$ cat src/rtl/serial_sub_8bit_if.sv
// Start/Busy/Done request bus for the bit-serial subtractor, plus an FSM state debug tap.
interface serial_sub_8bit_if #(
   parameter int WIDTH = 8
);
   logic             start;
   logic [WIDTH-1:0] a;
   logic [WIDTH-1:0] b;
   logic             bin;
   logic             busy;
   logic             done;
   logic [WIDTH-1:0] diff;
   logic             bout;
   logic             ovf;
   logic [1:0]       state_dbg;

   // Handshake: start is sampled only while busy=0; an accepted request yields
   // exactly one done pulse, and diff/bout/ovf are valid from that pulse until the next one.
   modport master (
      output start, a, b, bin,
      input  busy, done, diff, bout, ovf, state_dbg
   );

   modport slave (
      input  start, a, b, bin,
      output busy, done, diff, bout, ovf, state_dbg
   );
endinterface

$ cat src/rtl/serial_sub_8bit.sv
// Bit-serial subtractor: diff = a - b - bin, one bit per clock, LSB first.
// Optional macro SERIAL_SUB_SAT_EN clamps diff to 0 on unsigned underflow.
module serial_sub_8bit #(
   parameter int WIDTH = 8
) (
   input  logic              clk,
   input  logic              reset,
   serial_sub_8bit_if.slave  bus
);
   localparam int CNT_W = (WIDTH > 2) ? $clog2(WIDTH) : 1;

   typedef enum logic [1:0] {
      IDLE  = 2'd0,
      SHIFT = 2'd1,
      DONE  = 2'd2
   } state_t;

   state_t           state, next_state;
   logic [WIDTH-1:0] a_sr, b_sr, res_sr;
   logic             br;
   logic [CNT_W-1:0] cnt;
   logic             a_msb, b_msb;
   logic [WIDTH-1:0] diff_q;
   logic             bout_q, ovf_q;

   logic             accept, shift_en, last;
   logic             a0, b0, d, br_next;
   logic [WIDTH-1:0] res_next;

   assign a0       = a_sr[0];
   assign b0       = b_sr[0];
   assign d        = a0 ^ b0 ^ br;
   assign br_next  = (~a0 & b0) | (~(a0 ^ b0) & br);
   assign res_next = {d, res_sr[WIDTH-1:1]};

   always_comb begin
      next_state = state;
      accept     = 1'b0;
      shift_en   = 1'b0;
      last       = 1'b0;
      case (state)
         IDLE: begin
            if (bus.start) begin
               accept     = 1'b1;
               next_state = SHIFT;
            end
         end
         SHIFT: begin
            shift_en = 1'b1;
            if (cnt == CNT_W'(WIDTH - 1)) begin
               last       = 1'b1;
               next_state = DONE;
            end
         end
         DONE: begin
            if (bus.start) begin
               accept     = 1'b1;
               next_state = SHIFT;
            end else begin
               next_state = IDLE;
            end
         end
         default: next_state = IDLE;
      endcase
   end

   always_ff @(posedge clk) begin
      if (reset) begin
         state  <= IDLE;
         a_sr   <= '0;
         b_sr   <= '0;
         res_sr <= '0;
         br     <= 1'b0;
         cnt    <= '0;
         a_msb  <= 1'b0;
         b_msb  <= 1'b0;
         diff_q <= '0;
         bout_q <= 1'b0;
         ovf_q  <= 1'b0;
      end else begin
         state <= next_state;
         if (accept) begin
            a_sr   <= bus.a;
            b_sr   <= bus.b;
            br     <= bus.bin;
            a_msb  <= bus.a[WIDTH-1];
            b_msb  <= bus.b[WIDTH-1];
            res_sr <= '0;
            cnt    <= '0;
         end else if (shift_en) begin
            a_sr   <= a_sr >> 1;
            b_sr   <= b_sr >> 1;
            br     <= br_next;
            res_sr <= res_next;
            cnt    <= cnt + 1'b1;
         end
         // The last shift edge also publishes the result; d is the raw result MSB here.
         if (last) begin
            bout_q <= br_next;
            ovf_q  <= (a_msb != b_msb) && (d != a_msb);
`ifdef SERIAL_SUB_SAT_EN
            diff_q <= br_next ? '0 : res_next;
`else
            diff_q <= res_next;
`endif
         end
      end
   end

   assign bus.busy      = (state == SHIFT);
   assign bus.done      = (state == DONE);
   assign bus.diff      = diff_q;
   assign bus.bout      = bout_q;
   assign bus.ovf       = ovf_q;
   assign bus.state_dbg = state;
endmodule

$ cat src/flat_wrapper.sv
// flat-port wrapper written by rule: the top's interface ports become plain ports
module serial_sub_8bit_flat 
#(
   parameter int WIDTH = 8
)
  (clk, reset, bus_start, bus_a, bus_b, bus_bin, bus_busy, bus_done, bus_diff, bus_bout, bus_ovf, bus_state_dbg);
  serial_sub_8bit_if #(.WIDTH(WIDTH)) bus_i ();
  input  logic clk;
  input  logic reset;
  input wire logic [$bits(bus_i.start)-1:0] bus_start;
  input wire logic [$bits(bus_i.a)-1:0] bus_a;
  input wire logic [$bits(bus_i.b)-1:0] bus_b;
  input wire logic [$bits(bus_i.bin)-1:0] bus_bin;
  output wire logic [$bits(bus_i.busy)-1:0] bus_busy;
  output wire logic [$bits(bus_i.done)-1:0] bus_done;
  output wire logic [$bits(bus_i.diff)-1:0] bus_diff;
  output wire logic [$bits(bus_i.bout)-1:0] bus_bout;
  output wire logic [$bits(bus_i.ovf)-1:0] bus_ovf;
  output wire logic [$bits(bus_i.state_dbg)-1:0] bus_state_dbg;
  assign bus_i.start = bus_start;
  assign bus_i.a = bus_a;
  assign bus_i.b = bus_b;
  assign bus_i.bin = bus_bin;
  assign bus_busy = bus_i.busy;
  assign bus_done = bus_i.done;
  assign bus_diff = bus_i.diff;
  assign bus_bout = bus_i.bout;
  assign bus_ovf = bus_i.ovf;
  assign bus_state_dbg = bus_i.state_dbg;
  serial_sub_8bit #(.WIDTH(WIDTH)) u_core (.clk(clk), .reset(reset), .bus(bus_i));
endmodule
$ cat config.mk
export PLATFORM = sky130hd
export DESIGN_NAME = serial_sub_8bit_flat
export DESIGN_NICKNAME = d
export VERILOG_FILES = /design/src/rtl/serial_sub_8bit_if.sv /design/src/rtl/serial_sub_8bit.sv /design/src/flat_wrapper.sv
export SDC_FILE = /design/constraint.sdc
export NUM_CORES = 1
export LEC_CHECK = 0
export CAP_MARGIN = 20
export CORE_UTILIZATION = 53
export DETAILED_ROUTE_END_ITERATION = 10
export PLACE_DENSITY = 0.83
export SLEW_MARGIN = 15
export SYNTH_ARGS = -nofsm -noshare
export SYNTH_HDL_FRONTEND = slang
export SYNTH_SLANG_ARGS = --single-unit
$ cat constraint.sdc
create_clock -name clk -period 3.75 [get_ports clk]
set_input_delay 0.375 -clock clk [delete_from_list [all_inputs] [get_ports clk]]
set_output_delay 0.375 -clock clk [all_outputs]
set_load 0.05 [all_outputs]
After elaboration in Yosys (flattened, before gate mapping)

Index checks and enable logic that the tools add are counted.

Add/sub/neg operators: 1
Equal/unequal tests: 7
Multiplexer cells: 15
Bitwise gates (word level): 7
Reduce and logical (&&, ||, !) cells: 6

Operators with widths:

| operator                                                        | number |
|---|---|
| 8-bit two-way mux                                               | 4 |
| 1-bit two-way mux                                               | 8 |
| 2-bit one-hot mux with 3 select lines                           | 1 |
| 2-bit two-way mux                                               | 2 |
| 2-bit OR reduction                                              | 2 |
| 3-bit by 1-bit adder with 3-bit output, second input constant   | 1 |
| 3-bit == test, second input constant                            | 1 |
| 1-bit AND                                                       | 2 |
| 2-bit by 1-bit == test with 1-bit output, second input constant | 1 |
| 2-bit == test, second input constant                            | 1 |
| 2-bit zero test                                                 | 1 |
| 1-bit != test                                                   | 2 |
| 2-bit by 1-bit != test with 1-bit output, second input constant | 1 |
| 2-bit != test, second input constant                            | 1 |
| 1-bit NOT                                                       | 2 |
| 2-bit AND reduction                                             | 1 |
| 2-bit nonzero test                                              | 1 |
| 1-bit bitwise XOR                                               | 2 |
| 1-bit logical AND                                               | 1 |
| 1-bit OR                                                        | 1 |

Bits in registers: 42
Input port bits: 20
Logic and storage cells: 47

Longest topological paths before layout

Gate-level depths: netlist (run 1).

Word-level depth: 6
Mapped depth: 6
Depth with buffers taken out: 5

Least setup slack after synthesis (run 1)

No wires, ideal clock.

Path type: reg-to-output
From: register u_core.state[1] (netlist: u_core.bus.state_dbg[1])
To: output port bus_done
Arrival: 1.424 ns
Required time: 3.375 ns
Slack: 1.951 ns
Cell stages (with the launch flop): 2
Buffers on the path: 0
Cell sequence: dfxtp_1 nor2b_1

Word-level cells in the longest chain between the ends: 1

Ends and longest elaborated chain:

| element                  | line                   | text |
|---|---|---|
| start: declaration       | serial_sub_8bit.sv:18  | `state_t state, next_state;` |
| start signal: assignment | serial_sub_8bit.sv:81  | `state <= next_state;` |
| 2-bit == test            | serial_sub_8bit.sv:111 | `assign bus.done = (state == DONE);` |
| end: declaration         | flat_wrapper.sv:15     | `output wire logic [$bits(bus_i.done)-1:0] bus_done;` |

No other way between the ends.

Worst setup path after layout (run 1)

From: register u_core.state[0] (netlist: u_core.bus.state_dbg[0])
To: output port bus_busy

Word-level cells in the longest chain between the ends: 1

Ends and longest elaborated chain:

| element                                  | line                   | text |
|---|---|---|
| 2-bit by 1-bit == test with 1-bit output | serial_sub_8bit.sv:110 | `assign bus.busy = (state == SHIFT);` |
| end: declaration                         | flat_wrapper.sv:14     | `output wire logic [$bits(bus_i.busy)-1:0] bus_busy;` |

No other way between the ends.

==> results of run 1 <==
report_power, final:
group	internal, uW	total [uW]	leakage, uW	switching, uW
logic	49.1	112	0.000305	63.0
clock network	71.5	214	0.0000320	142
registers	456	469	0.000335	12.9
through the flow:
step           hold WS, ps  utilization, %  setup WS [ps]  total power (uW)
4_1_cts                467            69.3           1020               800
3_3_place_gp           444            67.5           1490               585
5_1_grt                487            69.3            872               831
6_report               466            69.3           1020               795
2_1_floorplan          432               -           1950               556
3_5_place_dp           450            67.5           1440               589
path summary, 6_finish.rpt:
kind,slack (ps),to,cells after the start
worst max-delay path,1020,bus_busy,4
worst min-delay path,470,u_core.bus.diff[5],2
worst max register to register,1800,u_core.res_sr[2],3
worst min register to register,470,u_core.bus.diff[5],2
layout make-up:
class	instances	area (um^2)	area share [%]
Multi-Input combinational cell	132	684	35.2
Clock inverter	2	10.0	0.515
Sequential cell	41	821	42.2
Timing Repair Buffer	34	338	17.4
Inverter	3	11.3	0.579
Clock buffer	6	41.3	2.12
Tap cell	31	38.8	1.99
critical path, cell delays in order, from the launching register on:
cell,delay [ps]
sky130_fd_sc_hd__dfxtp_1,440
sky130_fd_sc_hd__nand2b_1,80
sky130_fd_sc_hd__buf_4,220
sky130_fd_sc_hd__inv_2,350
sky130_fd_sc_hd__clkdlybuf4s50_1,890
state kept, by name (all words and copies together) (netlist names):
register / cells
u_core.br: 1
u_core.bus.diff: 8
u_core.bus.bout: 1
u_core.res_sr: 7
u_core.cnt: 3
u_core.a_sr: 8
u_core.b_sr: 8
u_core.bus.ovf: 1
u_core.a_msb: 1
u_core.b_msb: 1
u_core.bus.state_dbg: 2
synth_stat cells, drive strengths merged (2+ instances only):
cell,number
a21oi,23
a311oi,6
buf,11
clkbuf,3
dfxtp,41
ha,2
inv,3
nand2,48
nand2b,3
nand3,4
nand3b,2
nor2,10
nor2b,2
nor3,16
o22ai,8
cells by family after synthesis:
family,after synthesis,share of synthesized area (%)
adder cells (fa/ha/maj),3,2.80
flip-flops,41,51.1
AO/OA/AOI/OAI,41,15.5
XOR/XNOR,1,0.545
AND/OR/NAND/NOR,87,23.7
buffers and inverters,17,6.38
routing by layer:
layer	up-vias	share of wire, %	GRT usage (%)
met5	-	0	0
met4	0	1.1	11.8
met3	4	6.2	7.26
met2	46	51	39.7
met1	653	42	27.1
li1	701	-	-
==> Flow_metrics.wiki, run 1 <==
{| class="wikitable"
! Metric !! Value
|-
| Run status || complete, but fails checks
|-
| Violated checks || DRC
|-
| Number of violations of the max-capacitance limit || 0
|-
| Total negative slack for setup checks || 0 ps
|-
| Total CTS buffers || 5
|-
| Leading cell type in the layout, fill and taps excluded || sky130_fd_sc_hd__nand2_1
|-
| Number of I/O port buffers || 33
|-
| Synth Warn # || 0
|-
| Maximum fanout along the worst path || 29
|-
| #FFs+latches synth || 41
|-
| CP Launch Point || u_core.bus.state_dbg[0]
|-
| Type of the setup path with the least slack || flop to output port
|-
| Pin count of the biggest net entering global routing || 33
|-
| Category of the worst setup path capture point || output port
|-
| Detail Placement HPWL || 2320 um
|-
| Proportion of netlist area held by the largest area contributor || 51.1%
|-
| Overall global routing resource usage || 23.6%
|-
| Power density normalized to cell area || 409 mW/mm^2
|-
| Final Max Slew Viols || 0
|-
| Finished layout cell area || 0.00194 mm^2
|-
| Effective utilization at floorplan || 57.3%
|-
| Number of sinks handled by clock tree synthesis || 41
|-
| Final net count || 240
|-
| Worst slew margin relative to its limit || 27.0%
|-
| Maximum clock skew at final layout || 9.62 ps
|-
| Clock tree root driver cell || sky130_fd_sc_hd__clkbuf_4
|-
| Clock latency of the later-clocked register in the worst-skew pair || 360 ps
|-
| Unique masters post-synth || 26
|-
| Fillcell total || 225
|-
| 1st-iter DRT viols || 74
|-
| Core region area || 0.00281 mm^2
|-
| Class of the worst hold path || flop to flop
|-
| Most frequent cells in the layout || sky130_fd_sc_hd__nand2_1 (48), sky130_fd_sc_hd__dfxtp_1 (41), sky130_fd_sc_hd__clkdlybuf4s50_1 (33)
|-
| Number of setup violations in the final report || 0
|-
| Highest achievable clock rate || 366 MHz
|-
| Category of the worst setup path launch point || flop
|-
| Width of the die || 57.1 um
|-
| Post-synthesis cell count || 190
|-
| Placer Congestion || 0.750
|-
| Antenna violations before repair || 0
|-
| Sum of routed wire length over all layers || 3510 um
|-
| Antenna diode count || 0
|-
| Fin crit period || 2730 ps
|-
| Unrepaired setup endpoints after global routing || false
|-
| Post-synthesis net count || 213
|-
| Share of layout cells above drive strength 1 || 4.59%
|-
| Buffer levels on the longest clock path || 2
|-
| Transition time at the pin with the least slew margin || 1090 ps
|-
| Origin of the critical flop-to-flop path || u_core.bus.state_dbg[0]
|-
| Hold Fails Final Rpt || 0
|-
| Final period utilization || 72.8%
|-
| Arrival time of the worst setup path || 2350 ps
|-
| Number of H-tree levels || 2
|-
| Number of global-route vias before repair || 1,386
|-
| Register area share after synthesis || 51.1%
|-
| Pre-antenna DRT Iters || 7
|-
| Global-route wire length before repair || 5840 um
|-
| Post-CTS sizing || 0
|-
| Area leader, netlist || sky130_fd_sc_hd__dfxtp_1
|-
| Inst Count DP || 241
|-
| Peak supply drop || 0.272 mV
|-
| DIE HEIGHT || 57.1 um
|-
| Hold Buf Count CTS || 0
|-
| Number of enable flip-flop cells after synthesis || 0
|-
| Hold Startpoint || u_core.bus.diff[5]
|-
| Post-DR wirelength/cell || 14.1 um
|-
| Data required time at the worst endpoint || 3380 ps
|-
| Post-Synthesis Mean Instance Area || 8.46 um^2
|-
| TritonCTS clock tree || done
|-
| Total number of vias || 1,404
|-
| Remaining antenna violation count || 0
|-
| Floorplan die area || 0.00326 mm^2
|-
| Leading cell types by total area after synthesis || sky130_fd_sc_hd__dfxtp_1 (51%), sky130_fd_sc_hd__nand2_1 (11%), sky130_fd_sc_hd__a21oi_1 (7.2%), sky130_fd_sc_hd__nor3_1 (5.0%), sky130_fd_sc_hd__a311oi_1 (3.3%)
|-
| Placement Cell Area || 0.00189 mm^2
|-
| Clk pin slew, worst setup/hold paths || 120 ps
|-
| Post-CTS setup repair buffer count || 0
|-
| Leakage component of the power || 0.000672 uW
|-
| Number of rows in the core area || 19
|-
| Remaining DRCs || 4
|-
| Flip-flop cell with the highest count after synthesis || sky130_fd_sc_hd__dfxtp_1
|-
| Via/cell ratio || 5.64
|-
| Layout Area Growth over Synthesis || 20.9%
|-
| Share of async-settable or async-resettable flops after synthesis || 0%
|-
| Ports placed on the boundary || 34
|-
| Number of standard cells in the final layout excluding fillers || 249
|-
| Netlist Area Pre-Place || 0.00161 mm^2
|-
| Leftover overflow at the end of global routing || 0
|}
Note: power is estimated with default switching activity, not from simulation.
==> run 2: changes to the inputs <==
--- a/config.mk
+++ b/config.mk
@@ -6,9 +6,9 @@
 export NUM_CORES = 1
 export LEC_CHECK = 0
 export CAP_MARGIN = 20
-export CORE_UTILIZATION = 53
+export CORE_UTILIZATION = 49
 export DETAILED_ROUTE_END_ITERATION = 10
-export PLACE_DENSITY = 0.83
+export PLACE_DENSITY = 0.77
 export SLEW_MARGIN = 15
 export SYNTH_ARGS = -nofsm -noshare
 export SYNTH_HDL_FRONTEND = slang
==> constraint.sdc (replaced) <==
create_clock -name clk -period 2.76 [get_ports clk]
set_input_delay 0.276 -clock clk [delete_from_list [all_inputs] [get_ports clk]]
set_output_delay 0.276 -clock clk [all_outputs]
set_load 0.05 [all_outputs]
==> Flow_metrics.wiki, run 2 (synthesis gave the netlist of run 1 again) <==
{| class="wikitable"
! Metric !! Value
|-
| Fillcell total || 261
|-
| 1st-iter DRT viols || 74
|-
| Arrival time of the worst setup path || 1740 ps
|-
| Clk pin slew, worst setup/hold paths || 100 ps
|-
| Category of the worst setup path launch point || flop
|-
| Remaining antenna violation count || 0
|-
| Pin count of the biggest net entering global routing || 30
|-
| Number of setup violations in the final report || 0
|-
| Overall global routing resource usage || 21.4%
|-
| Antenna diode count || 0
|-
| Hold Buf Count CTS || 0
|-
| DIE HEIGHT || 59.3 um
|-
| Category of the worst setup path capture point || output port
|-
| Slowest-stage cell, CP || sky130_fd_sc_hd__dfxtp_1
|-
| Worst Slack Setup Final || 742 ps
|-
| Total CTS buffers || 5
|-
| Leakage component of the power || 0.000682 uW
|-
| Via/cell ratio || 5.29
|-
| Placer Congestion || 0.749
|-
| Layout Area Growth over Synthesis || 23.0%
|-
| Data required time at the worst endpoint || 2480 ps
|-
| Antenna violations before repair || 0
|-
| Core region area || 0.00308 mm^2
|-
| Final net count || 242
|-
| Pre-antenna DRT Iters || 4
|-
| Run status || completed
|-
| Sum of routed wire length over all layers || 3310 um
|-
| Inst Count DP || 256
|-
| Longest individual stage delay on the worst path || 440 ps
|-
| Global-route wire length before repair || 5460 um
|-
| Leading cell type in the layout, fill and taps excluded || sky130_fd_sc_hd__nand2_1
|-
| Clock tree root driver cell || sky130_fd_sc_hd__clkbuf_4
|-
| Number of violations of the max-capacitance limit || 0
|-
| Maximum fanout along the worst path || 29
|-
| Power density normalized to cell area || 548 mW/mm^2
|-
| Remaining DRCs || 0
|-
| Width of the die || 59.3 um
|-
| Maximum clock skew at final layout || 6.84 ps
|-
| Number of global-route vias before repair || 1,288
|-
| Clock latency of the later-clocked register in the worst-skew pair || 350 ps
|-
| Detail Placement HPWL || 2270 um
|-
| Fin crit period || 2020 ps
|-
| Area used by multi-input combinational logic || 684 um^2
|-
| Total number of vias || 1,391
|-
| Ports placed on the boundary || 34
|-
| Type of the setup path with the least slack || flop to output port
|-
| Number of H-tree levels || 2
|-
| Post-DR wirelength/cell || 12.6 um
|-
| TritonCTS clock tree || done
|-
| Final Max Slew Viols || 0
|-
| Cell mode on critical path || sky130_fd_sc_hd__buf_4
|-
| Highest achievable clock rate || 495 MHz
|-
| Share of layout cells above drive strength 1 || 5.48%
|-
| Pre-CTS setup slack || 853 ps
|-
| Most frequent cells in the layout || sky130_fd_sc_hd__nand2_1 (48), sky130_fd_sc_hd__dfxtp_1 (41), sky130_fd_sc_hd__clkdlybuf4s50_1 (32)
|-
| Total negative slack for setup checks || 0 ps
|-
| Number of standard cells in the final layout excluding fillers || 263
|-
| Unrepaired setup endpoints after global routing || false
|-
| FF+latch area || 821 um^2
|-
| Effective utilization at floorplan || 52.2%
|-
| Transition time at the pin with the least slew margin || 880 ps
|-
| Hold Fails Final Rpt || 0
|-
| Worst slew margin relative to its limit || 41.2%
|-
| Leftover overflow at the end of global routing || 0
|-
| Number of rows in the core area || 20
|-
| Number of I/O port buffers || 33
|-
| Peak supply drop || 0.334 mV
|-
| Class of the worst hold path || flop to flop
|-
| Number of sinks handled by clock tree synthesis || 41
|-
| Crit-path cells || nand2b_1 -> buf_4 -> inv_2 -> buf_4
|-
| Post-CTS sizing || 0
|-
| Buffer levels on the longest clock path || 2
|-
| Post-CTS setup repair buffer count || 0
|-
| Floorplan die area || 0.00351 mm^2
|-
| Final period utilization || 73.1%
|}
-- run 2: cell types whose count changed in the layout (fill, tap and decap cells not counted) --
cell	previous run	this run
sky130_fd_sc_hd__clkdlybuf4s50_1	33	32
sky130_fd_sc_hd__buf_4	1	4
sky130_fd_sc_hd__clkinv_2	2	0
sky130_fd_sc_hd__clkbuf_8	0	1
-- run 2: path summary, 6_finish.rpt --
check / end / cells past startpoint / startpoint / slack, ps
worst max-delay path: bus_busy / 4 / u_core.bus.state_dbg[0] / 740
worst min-delay path: u_core.bus.diff[7] / 2 / u_core.bus.diff[7] / 460
worst max register to register: u_core.bus.ovf / 4 / u_core.b_sr[0] / 1020
worst min register to register: u_core.bus.diff[7] / 2 / u_core.bus.diff[7] / 460
-- run 2: per-layer routing --
metal	part of all wire (%)	routed length, um	GRT usage, %	vias to the layer above
li1	-	-	-	711
met1	46	1520	24.4	645
met2	48	1590	36.0	29
met3	4.6	153	7.86	6
met4	1.4	46	8.50	0
met5	0	0	0	-
-- run 2: where the power goes --
group,leakage [uW],internal [uW],switching [uW]
Clock,0.0000314,120,174
Combinational,0.000316,68.0,84.6
Sequential,0.000335,620,17.2
-- run 2: critical path, delay by kind of cell, from the launching register on --
kind / cells / cell delay (ps)
and+or+nand+nor: 1 / 80
DFF: 1 / 440
buffers and inverters: 3 / 870
-- run 2: metrics by stage --
stage               utilization (%)  hold WS [ps]  area, um^2  power, uW
detailed placement             62.4           448        1920        802
finish                         64.2           461        1980       1080
global placement               62.4           443        1920        795
CTS                            64.2           464        1980       1090
global route                   64.2           492        1980       1140
floorplan                         -           348        1610        756
-- run 2: area by class of cell --
class	count	share of cell area, %
repair buffers	36	17.7
inverters	3	0.570
clock buffers	7	2.78
flip-flops and latches	41	41.5
multi-input cells	132	34.6
well taps	44	2.78
==> run 3: changes to the inputs <==
--- a/config.mk
+++ b/config.mk
@@ -6,9 +6,9 @@
 export NUM_CORES = 1
 export LEC_CHECK = 0
 export CAP_MARGIN = 20
-export CORE_UTILIZATION = 49
+export CORE_UTILIZATION = 45
 export DETAILED_ROUTE_END_ITERATION = 10
-export PLACE_DENSITY = 0.77
+export PLACE_DENSITY = 0.75
 export SLEW_MARGIN = 15
 export SYNTH_ARGS = -nofsm -noshare
 export SYNTH_HDL_FRONTEND = slang
==> constraint.sdc (replaced) <==
create_clock -name clk -period 1.7 [get_ports clk]
set_input_delay 0.17 -clock clk [delete_from_list [all_inputs] [get_ports clk]]
set_output_delay 0.17 -clock clk [all_outputs]
set_load 0.05 [all_outputs]
==> Flow_metrics.wiki, run 3 (synthesis gave the netlist of run 1 again) <==
{| class="wikitable"
! Metric !! Value
|-
| Run status || completed
|-
| Category of the worst setup path capture point || flop
|-
| Worst setup slack for register-to-register paths || 90 ps
|-
| Via/cell ratio || 5.16
|-
| Placement Cell Area || 0.00196 mm^2
|-
| Effective utilization at floorplan || 47.4%
|-
| Remaining antenna violation count || 0
|-
| Total CTS buffers || 5
|-
| Slowest-stage cell, CP || sky130_fd_sc_hd__fa_1
|-
| Worst Reg-to-Reg Cells || 4
|-
| Hold Startpoint || bus_a[7]
|-
| Peak supply drop || 0.491 mV
|-
| Leftover overflow at the end of global routing || 0
|-
| Antenna violations before repair || 0
|-
| CP Launch Point || u_core.br
|-
| Highest achievable clock rate || 621 MHz
|-
| Number of setup violations in the final report || 0
|-
| Transition time at the pin with the least slew margin || 532 ps
|-
| Most frequent cells in the layout || sky130_fd_sc_hd__nand2_1 (48), sky130_fd_sc_hd__dfxtp_1 (39), sky130_fd_sc_hd__a21oi_1 (23)
|-
| Leakage component of the power || 0.000897 uW
|-
| Number of sinks handled by clock tree synthesis || 41
|-
| Final Max Slew Viols || 0
|-
| Final net count || 245
|-
| Number of H-tree levels || 2
|-
| Core region area || 0.00339 mm^2
|-
| Number of global-route vias before repair || 1,234
|-
| Overall global routing resource usage || 19.3%
|-
| Worst slew margin relative to its limit || 64.5%
|-
| Class of the worst hold path || input port to flop
|-
| Utilization after layout || 61.2%
|-
| Unrepaired setup endpoints after global routing || false
|-
| Placer Congestion || 0.719
|-
| Maximum fanout along the worst path || 2
|-
| Leading cell type in the layout, fill and taps excluded || sky130_fd_sc_hd__nand2_1
|-
| Ports placed on the boundary || 34
|-
| Finished layout cell area || 0.00207 mm^2
|-
| Remaining DRCs || 0
|-
| Detail Placement HPWL || 2170 um
|-
| Number of I/O port buffers || 33
|-
| Pre-antenna DRT Iters || 4
|-
| Post-DR wirelength/cell || 12.3 um
|-
| Sum of routed wire length over all layers || 3300 um
|-
| Timing endpoint of the critical path || u_core.bus.ovf
|-
| 1st-iter DRT viols || 75
|-
| Power density normalized to cell area || 921 mW/mm^2
|-
| Width of the die || 61.8 um
|-
| Reg-to-Reg End || u_core.bus.ovf
|-
| Total negative slack for setup checks || 0 ps
|-
| Maximum clock skew at final layout || 7.09 ps
|-
| Global-route wire length before repair || 5330 um
|-
| Origin of the critical flop-to-flop path || u_core.br
|-
| Crit-path cells || inv_1 -> fa_1 -> or3b_4 -> a311oi_2
|-
| DIE HEIGHT || 61.8 um
|-
| Floorplan die area || 0.00382 mm^2
|-
| Category of the worst setup path launch point || flop
|-
| Depth of the worst hold-timing path || 3
|-
| Total number of vias || 1,383
|-
| Clk pin slew, worst setup/hold paths || 110 ps
|-
| Pin count of the biggest net entering global routing || 29
|-
| Buffer levels on the longest clock path || 2
|-
| Layout Area Growth over Synthesis || 28.9%
|-
| Final period utilization || 94.8%
|-
| TritonCTS clock tree || done
|-
| Hold Fails Final Rpt || 0
|-
| Post-CTS setup repair buffer count || 0
|-
| Clock tree root driver cell || sky130_fd_sc_hd__clkbuf_4
|-
| Clock latency of the later-clocked register in the worst-skew pair || 350 ps
|-
| Data required time at the worst endpoint || 1960 ps
|-
| Arrival time of the worst setup path || 1870 ps
|-
| Number of rows in the core area || 21
|-
| Longest individual stage delay on the worst path || 490 ps
|-
| Type of the setup path with the least slack || flop to flop
|-
| Share of layout cells above drive strength 1 || 10.4%
|-
| Antenna diode count || 0
|-
| Number of violations of the max-capacitance limit || 0
|-
| Post-route total power || 1910 uW
|-
| Fin crit period || 1610 ps
|-
| Minimum hold slack || 382 ps
|}
-- run 3: changes by cell type in the layout (fill, tap and decap cells not counted), moves of 2 or more --
cell                              previous run  this run
sky130_fd_sc_hd__dfxtp_2                     0         2
sky130_fd_sc_hd__buf_4                       4         8
sky130_fd_sc_hd__clkdlybuf4s50_1            32        19
sky130_fd_sc_hd__buf_12                      0         2
sky130_fd_sc_hd__dlymetal6s2s_1              0         9
sky130_fd_sc_hd__dfxtp_1                    41        39
-- run 3: repair_timing --
item,in CTS,in global routing
resized for setup,4,13
pin swaps,2,1
hold buffers,0,0
setup endpoints to repair,2,11
-- run 3: how the worst min path moves through the flow --
stage / to
final: u_core.a_sr[7]
after global routing: u_core.a_sr[7]
after CTS: u_core.a_msb
after detailed placement: u_core.bus.diff[5]
after global placement: u_core.bus.diff[0]
after floorplan: u_core.bus.ovf
-- run 3: through the flow --
stage / instances / setup WS [ps]
final: 268 / 88.6
after detailed placement: 261 / -2.47
after CTS: 268 / 3.71
after floorplan: 190 / 53.2
after global routing: 268 / 17.3
after global placement: 261 / 69.3
-- run 3: power by group --
group          internal (uW)  leakage [uW]  switching [uW]
combinational            130      0.000521             141
clock                    299     0.0000410             303
sequential              1010      0.000335            27.1
total                   1440      0.000897             472
-- run 3: worst max-delay path, delay by kind of cell (launching register included) --
family,cells,cell delay [ps]
compound gates,1,240
buf+inv,1,50
flops,1,340
fa+ha+maj,1,490
simple gates,1,410
-- run 3: metal layers --
metal  share of wire, %  vias to the layer above  global-route usage [%]
met5                  0                        -                       0
met4                1.8                        0                    9.52
met3                3.5                        7                    4.35
met2                 45                       27                    30.6
met1                 50                      638                    25.0
li1                   -                      711                       -
-- run 3: cell type report --
class                   count  area, um^2
fillers                   288        1320
flip-flops and latches     41         823
multi-input cells         132         694
repair buffers             39         412
well taps                  46        57.6
clock buffers               5        37.5
clock inverters             2        35.0
inverters                   3        13.8
